File: config.mk
export PLATFORM = sky130hd
export DESIGN_NAME = bcd_convert_arbiter_flat
export DESIGN_NICKNAME = d
export VERILOG_FILES = /design/src/rtl/bcd_convert_arbiter_if.sv /design/src/rtl/bcd_convert_arbiter.sv /design/src/flat_wrapper.sv
export SDC_FILE = /design/constraint.sdc
export NUM_CORES = 1
export LEC_CHECK = 0
export BUFFER_PORTS_ARGS = -buffer_cell sky130_fd_sc_hd__buf_4
export CORE_UTILIZATION = 57
export CTS_CLUSTER_SIZE = 14
export DETAILED_ROUTE_END_ITERATION = 10
export PLACE_DENSITY = 0.82
export SLEW_MARGIN = 5
export SYNTH_ARGS = -nofsm -noshare
export SYNTH_HDL_FRONTEND = slang
export SYNTH_SLANG_ARGS = --single-unit
File: constraint.sdc
create_clock -name clk -period 2.2 [get_ports clk]
set_input_delay 0.44 -clock clk [delete_from_list [all_inputs] [get_ports clk]]
set_output_delay 0.44 -clock clk [all_outputs]
set_load 0.01 [all_outputs]
File: src/rtl/bcd_convert_arbiter_if.sv
// bcd_convert_arbiter_if: request and result bundle for the shared binary-to-BCD converter.
interface bcd_convert_arbiter_if #(parameter int WIDTH = 16, parameter int DIGITS = 5);
    logic in_valid0, in_ready0, in_valid1, in_ready1;
    logic [WIDTH-1:0] in_bin0, in_bin1;
    logic res_valid, res_ready, res_id, res_ovf, busy;
    logic [4*DIGITS-1:0] res_bcd;
    modport master (
        output in_valid0, in_bin0, in_valid1, in_bin1, res_ready,
        input in_ready0, in_ready1, res_valid, res_bcd, res_id, res_ovf, busy
    );
    modport slave (
        input in_valid0, in_bin0, in_valid1, in_bin1, res_ready,
        output in_ready0, in_ready1, res_valid, res_bcd, res_id, res_ovf, busy
    );
endinterface

File: src/rtl/bcd_convert_arbiter.sv
// bcd_convert_arbiter: round-robin shared serial double-dabble binary-to-BCD converter.
// Define BCD_FAST_START_EN to skip leading zeros with a priority encoder at load time.
module bcd_convert_arbiter #(
    parameter int WIDTH = 16,
    parameter int DIGITS = 5
) (
    input logic clk,
    input logic rst_n,
    bcd_convert_arbiter_if.slave bus
);
    localparam int CW = $clog2(WIDTH + 1);
    localparam int BW = 4 * DIGITS;
    typedef enum logic [1:0] {IDLE, SHIFT, DONE} state_t;
    state_t state, state_next;
    logic last_grant, grant, ready0, ready1, done, active, accept, id, ovf;
    logic [WIDTH-1:0] bin, sel_bin, load_bin;
    logic [BW-1:0] bcd, adj;
    logic [CW-1:0] count, load_cnt;

    assign grant = (bus.in_valid0 && bus.in_valid1) ? !last_grant : bus.in_valid1;
    assign sel_bin = grant ? bus.in_bin1 : bus.in_bin0;
    assign accept = ready0 || ready1;

`ifdef BCD_FAST_START_EN
    logic [CW-1:0] msb;
    always_comb begin
        msb = '0;
        for (int i = 0; i < WIDTH; i++)
            if (sel_bin[i]) msb = i[CW-1:0];
    end
    // Leading zeros contribute nothing to the BCD digits, so they are skipped outright.
    assign load_bin = sel_bin << (CW'(WIDTH - 1) - msb);
    assign load_cnt = msb + CW'(1);
`else
    assign load_bin = sel_bin;
    assign load_cnt = CW'(WIDTH);
`endif

    always_comb begin
        adj = bcd;
        for (int i = 0; i < DIGITS; i++)
            if (bcd[4*i +: 4] >= 4'd5) adj[4*i +: 4] = bcd[4*i +: 4] + 4'd3;
    end

    always_ff @(posedge clk or negedge rst_n)
        if (!rst_n) state <= IDLE;
        else state <= state_next;

    always_comb begin
        state_next = state;
        case (state)
            IDLE:    state_next = accept ? SHIFT : IDLE;
            SHIFT:   state_next = (count == CW'(1)) ? DONE : SHIFT;
            DONE:    state_next = bus.res_ready ? IDLE : DONE;
            default: state_next = IDLE;
        endcase
    end

    always_comb begin
        ready0 = state == IDLE && bus.in_valid0 && !grant;
        ready1 = state == IDLE && bus.in_valid1 && grant;
        done = state == DONE;
        active = state != IDLE;
    end

    always_ff @(posedge clk or negedge rst_n)
        if (!rst_n) begin
            bin <= '0;
            bcd <= '0;
            ovf <= 1'b0;
            id <= 1'b0;
            last_grant <= 1'b1;
            count <= '0;
        end else if (accept) begin
            bin <= load_bin;
            bcd <= '0;
            ovf <= 1'b0;
            id <= grant;
            last_grant <= grant;
            count <= load_cnt;
        end else if (state == SHIFT) begin
            {bcd, bin} <= {adj[BW-2:0], bin, 1'b0};
            ovf <= ovf | adj[BW-1];
            count <= count - CW'(1);
        end

    assign bus.in_ready0 = ready0;
    assign bus.in_ready1 = ready1;
    assign bus.res_valid = done;
    assign bus.busy = active;
    assign bus.res_bcd = bcd;
    assign bus.res_id = id;
    assign bus.res_ovf = ovf;
endmodule
File: src/flat_wrapper.sv
// flat-port wrapper written by rule: the top's interface ports become plain ports
module bcd_convert_arbiter_flat 
#(
    parameter int WIDTH = 16,
    parameter int DIGITS = 5
)
  (clk, rst_n, bus_in_valid0, bus_in_bin0, bus_in_valid1, bus_in_bin1, bus_res_ready, bus_in_ready0, bus_in_ready1, bus_res_valid, bus_res_bcd, bus_res_id, bus_res_ovf, bus_busy);
  bcd_convert_arbiter_if #(.WIDTH(WIDTH), .DIGITS(DIGITS)) bus_i ();
  input logic clk;
  input logic rst_n;
  input wire logic [$bits(bus_i.in_valid0)-1:0] bus_in_valid0;
  input wire logic [$bits(bus_i.in_bin0)-1:0] bus_in_bin0;
  input wire logic [$bits(bus_i.in_valid1)-1:0] bus_in_valid1;
  input wire logic [$bits(bus_i.in_bin1)-1:0] bus_in_bin1;
  input wire logic [$bits(bus_i.res_ready)-1:0] bus_res_ready;
  output wire logic [$bits(bus_i.in_ready0)-1:0] bus_in_ready0;
  output wire logic [$bits(bus_i.in_ready1)-1:0] bus_in_ready1;
  output wire logic [$bits(bus_i.res_valid)-1:0] bus_res_valid;
  output wire logic [$bits(bus_i.res_bcd)-1:0] bus_res_bcd;
  output wire logic [$bits(bus_i.res_id)-1:0] bus_res_id;
  output wire logic [$bits(bus_i.res_ovf)-1:0] bus_res_ovf;
  output wire logic [$bits(bus_i.busy)-1:0] bus_busy;
  assign bus_i.in_valid0 = bus_in_valid0;
  assign bus_i.in_bin0 = bus_in_bin0;
  assign bus_i.in_valid1 = bus_in_valid1;
  assign bus_i.in_bin1 = bus_in_bin1;
  assign bus_i.res_ready = bus_res_ready;
  assign bus_in_ready0 = bus_i.in_ready0;
  assign bus_in_ready1 = bus_i.in_ready1;
  assign bus_res_valid = bus_i.res_valid;
  assign bus_res_bcd = bus_i.res_bcd;
  assign bus_res_id = bus_i.res_id;
  assign bus_res_ovf = bus_i.res_ovf;
  assign bus_busy = bus_i.busy;
  bcd_convert_arbiter #(.WIDTH(WIDTH), .DIGITS(DIGITS)) u_core (.clk(clk), .rst_n(rst_n), .bus(bus_i));
endmodule
# After elaboration in Yosys (flattened, before gate mapping)
# Cells that the tools add are included.
# classes
magnitude_cmp,5
reduce_logical,11
add_sub_neg,6
eq_ne,3
n_bitwise,1
muxes,19
# ops
cell,n
$mux 16,3
$mux 20,2
$add 4x2->4 const B,5
$ge 4x3->1 const B,5
$mux 4,5
$mux 5,2
$pmux 2 s3,1
$eq 5x1->1 const B,1
$logic_and 1x1->1,5
$sub 5x1->5 const B,1
$mux 1,4
$mux 2,2
$reduce_bool 2->1,2
$eq 2x1->1 const B,1
$eq 2x2->1 const B,1
$logic_not 1->1,2
$logic_not 2->1,1
$logic_or 1x1->1,1
$or 1x1->1,1
# totals
inputBits,37
ff_bits,46
output_inout_bits,26

# Longest topological paths before layout
# Gate-level depths: netlist (run 1).
# logic_depth
ltp_word,7
mapped_depth,6
mapped_depth_nobuf,6

# Worst setup path before layout (run 1)
# OpenSTA, ideal clock, no wires.
# synth_timing
kind,reg-to-reg
startpoint,reg u_core.bcd[12] (netlist: u_core.bus.res_bcd[12])
endpoint,reg u_core.bcd[14] (netlist: u_core.bus.res_bcd[14])
period_less_slack_ns,1.582
t_required_ns,2.117
path_slack_ns,0.618
t_arrival_ns,1.499
path_stages_with_launch,7
n_path_buf,0
cell_sequence,dfrtp_1 > inv_1 > ha_1 > nand2b_1 > a21oi_1 > mux2_2 > o21ai_0
# synth_via
elab_chain_len,4
# synth_lines
element,line_no,rtl
from (decl),bcd_convert_arbiter.sv:17,"logic [BW-1:0] bcd, adj;"
from (signal assigned),bcd_convert_arbiter.sv:82,"{bcd, bin} <= {adj[BW-2:0], bin, 1'b0};"
$add 4x2->4 / $ge 4x3->1 (equally long branches),bcd_convert_arbiter.sv:42,if (bcd[4*i +: 4] >= 4'd5) adj[4*i +: 4] = bcd[4*i +: 4] + 4'd3;
$mux 4 (*),bcd_convert_arbiter.sv:42,
$mux 20 (*),bcd_convert_arbiter.sv:81,end else if (state == SHIFT) begin
$mux 20 (*),bcd_convert_arbiter.sv:74,end else if (accept) begin
# Every way passes the cells marked *; elsewhere a longest branch is shown, timed or not. The select of a mux whose other input is x is not followed.
# A chain may end at the register's enable or synchronous reset.

# Final worst setup path (run 1)
# layout_timing
startpoint,reg u_core.last_grant
endpoint,out bus_in_ready0
# layout_via
elab_chain_len,4
# layout_lines
element,line_no,rtl
from (decl),bcd_convert_arbiter.sv:15,"logic last_grant, grant, ready0, ready1, done, active, accept, id, ovf;"
from (signal assigned),bcd_convert_arbiter.sv:79,last_grant <= grant;
$logic_not 1->1,bcd_convert_arbiter.sv:20,assign grant = (bus.in_valid0 && bus.in_valid1) ? !last_grant : bus.in_valid1;
$mux 1,bcd_convert_arbiter.sv:20,
$logic_not 1->1,bcd_convert_arbiter.sv:60,ready0 = state == IDLE && bus.in_valid0 && !grant;
$logic_and 1x1->1,bcd_convert_arbiter.sv:60,
to (decl),flat_wrapper.sv:16,output wire logic [$bits(bus_i.in_ready0)-1:0] bus_in_ready0;
# No other way between the ends.

==> key figures, run 1 <==
Setup path
  – Crit-path max FO: 17
  – Data arrival time of the critical path: between 1.5 and 2 ns
  – Crit path kind: reg2out
  – CP Capture Type: primary output
  – CP Launch Type: flop
  – Req. time, crit path: 1.76 ns

Global routing
  – Vias in the first global route: just over 2,000
  – Global-route wire length before repair: 9110 um
  – Initial antenna violation count: 0
  – Largest net degree at the start of global routing: 47
  – GRT overflow: 0
  – Tot GR Track Use: 0.265

Timing
  – Fin crit share: 0.888
  – Slew HR: 0.615
  – Fin crit period: 1.95 ns
  – RSZ-0062 raised after global routing: false
  – Tightest Pin Transition: 0.577 ns
  – Max Clock Skew: 0.00515 ns
  – Max Transition Viols Final: 0
  – Fin Hold WS: ~0.13 ns
  – Setup_tns: 0 ns
  – Maximum clock rate: ~0.51 GHz
  – Final setup vio count: 0
  – Hold Vio Cnt, Final: 0

Layout
  – Inserted Diodes: 0
  – FF+latch area: 1150 sq um
  – Fillers: 320
  – Area taken by multi-input logic gates: 1230 sq um
  – Area grow syn2layout: 23.8%
  – Nets: 368
  – Layout cells sized above 1: 0.263

Min path
  – Hold Crit Class: in2async

Power and ir drop
  – Pint: 2.53 mW
  – Final Power: between 4 and 5 mW
  – Clock power frac: 0.151
  – Net Sw Power: 1.67 mW
  – Reg power frac: 0.371
  – Combinational power share: 0.478
  – Power density cells: 1350 nW/um^2
  – Switching share of power: 0.398
  – Pleak: 1.45 nW
  – Peak VDD IR: 0.000792 V

Die
  – Area of the core: 4120 sq um
  – Row count: 23
  – Die width: about 68 um
  – Die ar.: 4690 sq um
  – Die Span Y: 68.5 um
  – Initial core utilization: 0.612
  – I/O pin cnt: 63

Synthesis
  – EDFF count, synth: 0
  – Seq/Total Area, Yosys: 0.458
  – Most common cell in the netlist: dfrtp_1
  – Cell Area, Synth: 2520 sq um
  – Most frequent cells after synthesis: dfrtp_1 (45), nand2_1 (33), o21ai_0 (26)
  – Syn Area/Cell: 9.76 sq um
  – Top_reg_cell synth: dfrtp_1
  – Cells after synthesis: 258
  – Synth area leaders: dfrtp_1 (45%), ha_1 (6.0%), o21ai_0 (5.2%), nand2_1 (4.9%), a221o_1 (3.2%)
  – Post-synth top area share: 0.447
  – Unique masters post-synth: 40
  – Seq cells post-synth: 46
  – Synth area leader: dfrtp_1
  – Ys Warns: 0
  – Syn Nets: roughly 310
  – Synth async-reset ratio: 1.00

Flow run
  – Max-Cap Viols: 0

Detailed routing
  – DRT iter0 DRCs: 170
  – DRT Pass-1 Iters: 4
  – DRC: 0
  – Via density: 5.87
  – Routed Antenna Nets: 0
  – Routed WL: approximately 5800 um
  – Vias: about 2,200
  – WL/cell: 15.5 um

Clock network
  – TritonCTS Buffers: 5
  – H-tree lvl count: 2
  – Worst-Skew Late Latency: 0.30 ns
  – Clock slew seen by the registers of the worst setup and hold paths: around 0.09 ns
  – Hold buffer count at cts: 0
  – Clk sinks: 46
  – Clk buf depth: 2
  – CTS tree: done
  – Root buf cell: clkbuf_8

Place
  – GP Congestion: approximately 0.76
  – Port bufs: between 60 and 70
  – Dpl hpwl: ~4200 um

Status
  – Status: finished clean
## sequential cells by signal, indices dropped and copies added (netlist names)
register and flops:
u_core.bin 16, u_core.bus.res_bcd 20, u_core.bus.res_id 1, u_core.bus.res_ovf 1, u_core.count 5, u_core.last_grant 1
u_core.state 2
## layout by cell type (no fill, tap or decap), drive strengths merged, types with 4 or more instances in the layout
cell type | netlist | final
o32ai | 4 | 4
dfrtp | 45 | 45
a221o | 8 | 8
xnor2 | 6 | 6
nand2 | 33 | 33
nand3 | 4 | 4
inv | 15 | 15
nor2 | 6 | 6
a221oi | 8 | 8
buf | 11 | 67
o22ai | 5 | 5
o21ai | 32 | 32
a32o | 4 | 4
clkbuf | 2 | 5
a21oi | 13 | 13
o31ai | 6 | 6
xor2 | 7 | 7
nand2b | 12 | 12
ha | 12 | 12
## timing repair
action | in CTS | in global routing
gates resized for setup | 0 | 1
buffers inserted | 0 | 0
hold endpoints to repair | 0 | 0
setup endpoints to repair | 0 | 1
## worst max-delay path, stage by stage, from the launching register on
cell,delay [ns]
dfstp_2,0.57
a21bo_2,0.33
and3_1,0.20
buf_4,0.11
## per-layer routing
| metal | up-vias | routed length [um] | global-route usage |
|---|---|---|---|
| li1 | 1044 | - | - |
| met1 | 1064 | 2450 | 0.335 |
| met2 | 57 | 2910 | 0.446 |
| met3 | 6 | 336 | 0.0650 |
| met4 | 0 | 55 | 0.0703 |
| met5 | - | 0 | 0 |
## final cells by class
cell class | count | share of cell area
tap | 50 | 0.0201
sequential | 46 | 0.370
clock inverter | 3 | 0.0145
inverter | 15 | 0.0181
multi-input combinational | 184 | 0.394
timing repair buffer | 67 | 0.161
clock buffer | 5 | 0.0221
## power groups by stage
stage	sequential [mW]	clock, mW	combinational, mW
2_1_floorplan	1.56	0	1.33
3_3_place_gp	1.55	0	1.91
3_5_place_dp	1.56	0	2.01
4_1_cts	1.55	0.637	2.03
5_1_grt	1.61	0.674	2.24
6_report	1.56	0.632	2.01
## cell families (layout without fill, tap and decap cells)
group / count (synthesis) / count (layout) / share of synthesized area
flops: 46 / 46 / 0.458
xor+xnor: 13 / 13 / 0.0452
simple gates: 70 / 70 / 0.135
mux: 4 / 4 / 0.0174
fa+ha+maj: 12 / 12 / 0.0596
compound gates: 85 / 85 / 0.229
buf+inv: 28 / 90 / 0.0557
## final timing paths
path                                  startpoint                     end  slack, ns  cells past startpoint
max                            u_core.last_grant           bus_in_ready0       0.25                      3
min                                        rst_n           u_core.bin[7]       0.13                      1
max reg2reg                u_core.bus.res_bcd[8]  u_core.bus.res_bcd[10]       0.45                      6
min reg2reg                        u_core.bin[2]           u_core.bin[2]       0.49                      2
max in group asynchronous                  rst_n           u_core.bin[5]       1.68                      1
min in group clk                   bus_res_ready         u_core.state[1]       0.31                      2
## per-stage QoR
step	utilization	setup WS [ns]	std cells	instance area, sq um
global placement	0.729	0.469	362	3000
global route	0.757	0.118	370	3120
floorplan	-	0.618	258	2520
finish	0.757	0.246	370	3120
CTS	0.756	0.132	370	3110
detailed placement	0.729	0.443	362	3000
Power figures use the tool's default switching activity.
==> run 2: changes to the inputs <==
Settings changed: ABC_AREA set to 1, CORE_UTILIZATION 57 to 58, GPL_TIMING_DRIVEN set to 0.
==> key figures, run 2 <==
Status
  – Status: complete, but fails checks (was finished clean)
  – Failing checks: design-rule violations

Global routing
  – Tot GR Track Use: 0.270 (was 0.265)
  – Initial antenna violation count: 0 (unchanged)
  – GRT overflow: 0 (unchanged)
  – Vias in the first global route: 2,480 (was 2,059)
  – Global-route wire length before repair: 10,700 um (was 9110 um)
  – Largest net degree at the start of global routing: 47 (unchanged)

Synthesis
  – Top_reg_cell synth: dfrtp_1 (unchanged)
  – Syn Area/Cell: 7.23 sq um (was 9.76 sq um)
  – Synth area leaders: dfrtp_1 (41%), nand2_1 (19%), nand3_1 (9.2%), inv_1 (6.1%), ha_1 (5.4%) (was dfrtp_1 (45%), ha_1 (6.0%), o21ai_0 (5.2%), nand2_1 (4.9%), a221o_1 (3.2%))
  – Cell Area, Synth: 2760 sq um (was 2520 sq um)
  – EDFF count, synth: 0 (unchanged)
  – Cells after synthesis: 382 (was 258)
  – Synth area leader: dfrtp_1 (unchanged)
  – Post-synth top area share: 0.408 (was 0.447)
  – Synth async-reset ratio: 1.00 (unchanged)
  – Most frequent cells after synthesis: nand2_1 (142), nand3_1 (51), dfrtp_1 (45), inv_1 (45), o21ai_0 (18) (was dfrtp_1 (45), nand2_1 (33), o21ai_0 (26))
  – Unique masters post-synth: 26 (was 40)
  – Ys Warns: 0 (unchanged)
  – Seq/Total Area, Yosys: 0.417 (was 0.458)
  – Syn Nets: 431 (was 307)
  – Seq cells post-synth: 46 (unchanged)
  – Most common cell in the netlist: nand2_1 (was dfrtp_1)

Detailed routing
  – Via density: 5.36 (was 5.87)
  – DRT Pass-1 Iters: 7 (was 4)
  – Vias: 2,691 (was 2,171)
  – Routed Antenna Nets: 0 (unchanged)
  – DRT iter0 DRCs: 204 (was 170)
  – WL/cell: 12.6 um (was 15.5 um)
  – DRC: 3 (was 0)
  – Routed WL: 6320 um (was 5750 um)

Timing
  – RSZ-0062 raised after global routing: false (unchanged)
  – Fin crit period: 2.04 ns (was 1.95 ns)
  – Fin Hold WS: 0.117 ns (was 0.132 ns)
  – Hold Vio Cnt, Final: 0 (unchanged)
  – Max Transition Viols Final: 0 (unchanged)
  – Max Clock Skew: 0.00954 ns (was 0.00515 ns)
  – Maximum clock rate: 0.490 GHz (was 0.512 GHz)
  – Slew HR: 0.611 (was 0.615)
  – Setup_tns: 0 ns (unchanged)
  – Fin crit share: 0.928 (was 0.888)
  – Final setup vio count: 0 (unchanged)
  – Tightest Pin Transition: 0.583 ns (was 0.577 ns)

Min path
  – Hold Crit Class: in2async (unchanged)

Clock network
  – CTS tree: done (unchanged)
  – H-tree lvl count: 2 (unchanged)
  – Setup Fix Bufs, Post-CTS: 0 (unchanged)
  – Clk buf depth: 2 (unchanged)
  – Clock slew seen by the registers of the worst setup and hold paths: 0.09 ns (about the same)
  – Clk sinks: 46 (unchanged)
  – TritonCTS Buffers: 5 (unchanged)
  – Root buf cell: clkbuf_8 (unchanged)
  – Worst-Skew Late Latency: 0.30 ns (about the same)

Layout
  – Most common cell after layout, fill and taps aside: nand2_1 (was buf_4)
  – Number of flip-flops in the largest register: 20 (unchanged)
  – Most frequent cells in the layout: nand2_1 (142), buf_4 (62), nand3_1 (51) (was buf_4 (67), dfrtp_1 (45), nand2_1 (33))
  – Inserted Diodes: 0 (unchanged)
  – Area grow syn2layout: 21.8% (was 23.8%)
  – Nets: 498 (was 368)
  – Layout cells sized above 1: 0.191 (was 0.263)

Die
  – Die ar.: 5040 sq um (was 4690 sq um)
  – Initial core utilization: 0.617 (was 0.612)
  – Area of the core: 4470 sq um (was 4120 sq um)
  – I/O pin cnt: 63 (unchanged)
  – Die width: 71.0 um (was 68.5 um)
  – Row count: 24 (was 23)
  – Die Span Y: 71.0 um (was 68.5 um)

Setup path
  – Crit-path max FO: 18 (was 17)
  – CP Launch Type: flop (unchanged)
  – Data arrival time of the critical path: 1.60 ns (was 1.51 ns)
  – CP Capture Type: primary output (unchanged)
  – Crit path kind: reg2out (unchanged)
  – Req. time, crit path: 1.76 ns (about the same)
  – Reg2Reg Depth: 8 (was 6)

Place
  – GP Congestion: 0.840 (was 0.765)
  – Port bufs: 61 (was 62)
  – Dpl hpwl: 4630 um (was 4170 um)

Flow run
  – Max-Cap Viols: 0 (unchanged)

Power and ir drop
  – Peak VDD IR: 0.000798 V (was 0.000792 V)
  – Power density cells: 1440 nW/um^2 (was 1350 nW/um^2)
  – Pleak: 1.85 nW (was 1.45 nW)
==> run 2: timing repair <==
item	CTS	global route
setup endpoints to repair	2	2
hold endpoints to repair	0	0
hold buffers	0	0
resized for setup	0	1
==> run 2: cell type report <==
type	count	area, sq um
Inverter	48	180
Tap cell	52	65.1
Multi-Input combinational cell	276	1350
Clock buffer	8	80.1
Timing Repair Buffer	61	458
Buffer	11	73.8
Sequential cell	46	1150
Fill cell	366	1110
==> run 2: path summary, 6_finish.rpt <==
path	start	endpoint	slack (ns)
worst max-delay path	u_core.last_grant	bus_in_ready0	0.16
worst min-delay path	rst_n	u_core.bus.res_bcd[5]	0.12
worst max register to register	u_core.state[0]	u_core.bin[5]	0.77
worst min register to register	u_core.last_grant	u_core.last_grant	0.47
max in group asynchronous	rst_n	u_core.count[3]	1.67
min in group clk	bus_res_ready	u_core.state[1]	0.33
==> run 2: worst max-delay path: stages (launching register included) <==
cell and delay [ns]:
dfstp_2 0.54, nand2_1 0.17, nand2_4 0.23, inv_1 0.08, nor3_1 0.15, buf_4 0.15
==> run 2: metal layers <==
metal,vias to the layer above,part of all wire,GRT usage
met5,-,0,0
met1,1229,0.46,0.339
li1,1358,-,-
met2,92,0.47,0.470
met3,12,0.053,0.0499
met4,0,0.016,0.0911
==> run 2: logic make-up after synthesis <==
logic type,count (synthesis),synth area share
xor gates and xnor gates,1,0.00317
AOI/OAI and AO/OA,31,0.0603
adders and majority gates,12,0.0544
DFF,46,0.417
and+or+nand+nor,232,0.371
buffers and inverters,60,0.0938
==> run 2: metrics by stage <==
stage                     total power [mW]   util  instances  area [sq um]  worst slack (ns)
final                                 4.85  0.752        502          3360             0.157
after global routing                  5.31  0.752        502          3360            0.0580
after CTS                             4.86  0.751        502          3360            0.0601
after detailed placement              4.35  0.734        495          3280             0.283
after global placement                4.24  0.734        495          3280             0.279
after floorplan                       3.46      -        382          2760             0.465
==> run 2: report_power, final <==
part	total (mW)	leakage [nW]	switching (mW)	internal, mW
Clock	0.508	0.0395	0.282	0.226
Combinational	2.69	1.26	1.59	1.10
Sequential	1.65	0.552	0.359	1.29
Total	4.85	1.85	2.23	2.62
==> run 3: changes to the inputs <==
Settings changed: REMOVE_ABC_BUFFERS set to 1.
==> key figures, run 3 (same netlist as run 2, synthesis figures left out) <==
Status
  – Status: complete, but fails checks (unchanged)
  – Failing checks: design-rule violations (unchanged)

Power and ir drop
  – Pleak: 1.82 nW (was 1.85 nW)
  – Power density cells: 1440 nW/um^2 (about the same)
  – Clock power frac: 0.114 (was 0.105)
  – Peak VDD IR: 0.000704 V (was 0.000798 V)
  – Combinational power share: 0.539 (was 0.555)
  – Pint: 2.58 mW (was 2.62 mW)
  – Switching share of power: 0.461 (about the same)
  – Net Sw Power: 2.20 mW (was 2.23 mW)
  – Reg power frac: 0.346 (was 0.340)

Timing
  – Max Transition Viols Final: 0 (unchanged)
  – Maximum clock rate: 0.501 GHz (was 0.490 GHz)
  – Setup_tns: 0 ns (unchanged)
  – RSZ-0062 raised after global routing: false (unchanged)
  – Final setup vio count: 0 (unchanged)
  – Fin crit period: 2.00 ns (was 2.04 ns)
  – Max Clock Skew: 0.0111 ns (was 0.00954 ns)
  – Fin crit share: 0.908 (was 0.928)
  – Slew HR: 0.601 (was 0.611)
  – Tightest Pin Transition: 0.598 ns (was 0.583 ns)
  – Hold Vio Cnt, Final: 0 (unchanged)

Layout
  – Nets: 488 (was 498)
  – Number of flip-flops in the largest register: 20 (unchanged)
  – Layout cells sized above 1: 0.186 (was 0.191)
  – Inserted Diodes: 0 (unchanged)
  – Final non-filler cell total: 492 (was 502)
  – Most frequent cells in the layout: nand2_1 (141), buf_4 (62), nand3_1 (51) (was nand2_1 (142), buf_4 (62), nand3_1 (51))
  – Most common cell after layout, fill and taps aside: nand2_1 (unchanged)
  – Area grow syn2layout: 20.6% (was 21.8%)

Setup path
  – Crit-path max FO: 18 (unchanged)
  – CP Launch Type: flop (unchanged)
  – Crit path kind: reg2out (unchanged)
  – Data arrival time of the critical path: 1.56 ns (was 1.60 ns)
  – Req. time, crit path: 1.76 ns (about the same)
  – CP Capture Type: primary output (unchanged)

Global routing
  – Vias in the first global route: 2,543 (was 2,480)
  – Largest net degree at the start of global routing: 47 (unchanged)
  – GRT overflow: 0 (unchanged)
  – Tot GR Track Use: 0.268 (was 0.270)
  – Global-route wire length before repair: 10,800 um (was 10,700 um)
  – Initial antenna violation count: 0 (unchanged)

Detailed routing
  – DRC: 4 (was 3)
  – Routed WL: 6080 um (was 6320 um)
  – Routed Antenna Nets: 0 (unchanged)
  – DRT iter0 DRCs: 121 (was 204)
  – DRT Pass-1 Iters: 10 (was 7)
  – Vias: 2,640 (was 2,691)
  – WL/cell: 12.4 um (was 12.6 um)
  – Via density: 5.37 (was 5.36)

Die
  – Die ar.: 5040 sq um (unchanged)
  – Die width: 71.0 um (unchanged)
  – Initial core utilization: 0.617 (unchanged)
  – I/O pin cnt: 63 (unchanged)
  – Die Span Y: 71.0 um (unchanged)
  – Area of the core: 4470 sq um (unchanged)
  – Row count: 24 (unchanged)

Clock network
  – Setup Fix Bufs, Post-CTS: 0 (unchanged)
  – TritonCTS Buffers: 5 (unchanged)
  – Hold buffer count at cts: 0 (unchanged)
  – CTS tree: done (unchanged)
  – Clock slew seen by the registers of the worst setup and hold paths: 0.09 ns (about the same)
  – H-tree lvl count: 2 (unchanged)
  – Clk buf depth: 2 (unchanged)
  – Worst-Skew Late Latency: 0.31 ns (was 0.30 ns)
  – Clk sinks: 46 (unchanged)
  – Root buf cell: clkbuf_8 (unchanged)

Place
  – Inst Count DP: 484 (was 495)
  – Dpl hpwl: 4170 um (was 4630 um)
  – Port bufs: 62 (was 61)
  – GP Congestion: 0.808 (was 0.840)

Flow run
  – Max-Cap Viols: 0 (unchanged)

Min path
  – Hold Crit Class: in2async (unchanged)
run 3: final cells by class:
cell class	count	area, sq um
multi-input combinational	276	1370
tap	52	65.1
timing repair buffer	62	465
sequential	46	1150
clock buffer	6	82.6
clock inverter	2	12.5
inverter	48	180
fill	369	1150
run 3: power groups by stage:
stage               combinational [mW]  sequential, mW  clock [mW]
detailed placement                2.56            1.66           0
global route                      2.98            1.72       0.588
CTS                               2.58            1.65       0.558
floorplan                         1.69            1.68           0
global placement                  2.47            1.64           0
finish                            2.58            1.65       0.547
run 3: path summary, 6_finish.rpt:
kind                                        start                      to  slack (ns)  cells after the start
min in group clk                    bus_res_ready         u_core.state[1]        0.30                      2
worst max-delay path            u_core.last_grant           bus_in_ready0        0.20                      5
max in group asynchronous                   rst_n  u_core.bus.res_bcd[17]        1.66                      1
worst min-delay path                        rst_n         u_core.count[3]        0.14                      1
worst min register to register  u_core.last_grant       u_core.last_grant        0.49                      2
worst max register to register    u_core.state[0]  u_core.bus.res_bcd[16]        0.58                      5
run 3: timing repair:
item	4_1_cts	5_1_grt
hold endpoints to repair	0	0
setup endpoints to repair	2	2
resized for setup	2	2
run 3: worst max-delay path: stages, from the launching register on:
cell	delay, ns
dfstp_2	0.57
nand2_4	0.15
nand2_8	0.16
inv_1	0.07
nor3_1	0.14
buf_4	0.15
run 3: per-stage QoR:
stage	setup WS [ns]	cell area (sq um)	total power, mW	utilization	hold WS [ns]
floorplan	0.391	2680	3.36	-	0.144
global placement	0.0149	3210	4.11	0.718	0.457
detailed placement	0.0401	3210	4.22	0.718	0.459
CTS	0.0480	3310	4.79	0.741	0.158
global route	0.112	3330	5.29	0.744	0.186
finish	0.202	3330	4.78	0.744	0.137
run 3: metal layers:
metal | track usage | up-vias | routed length, um
met2 | 0.450 | 78 | 2950
li1 | - | 1329 | -
met1 | 0.341 | 1223 | 2740
met5 | 0 | - | 0
met4 | 0.111 | 0 | 92
met3 | 0.0513 | 10 | 303
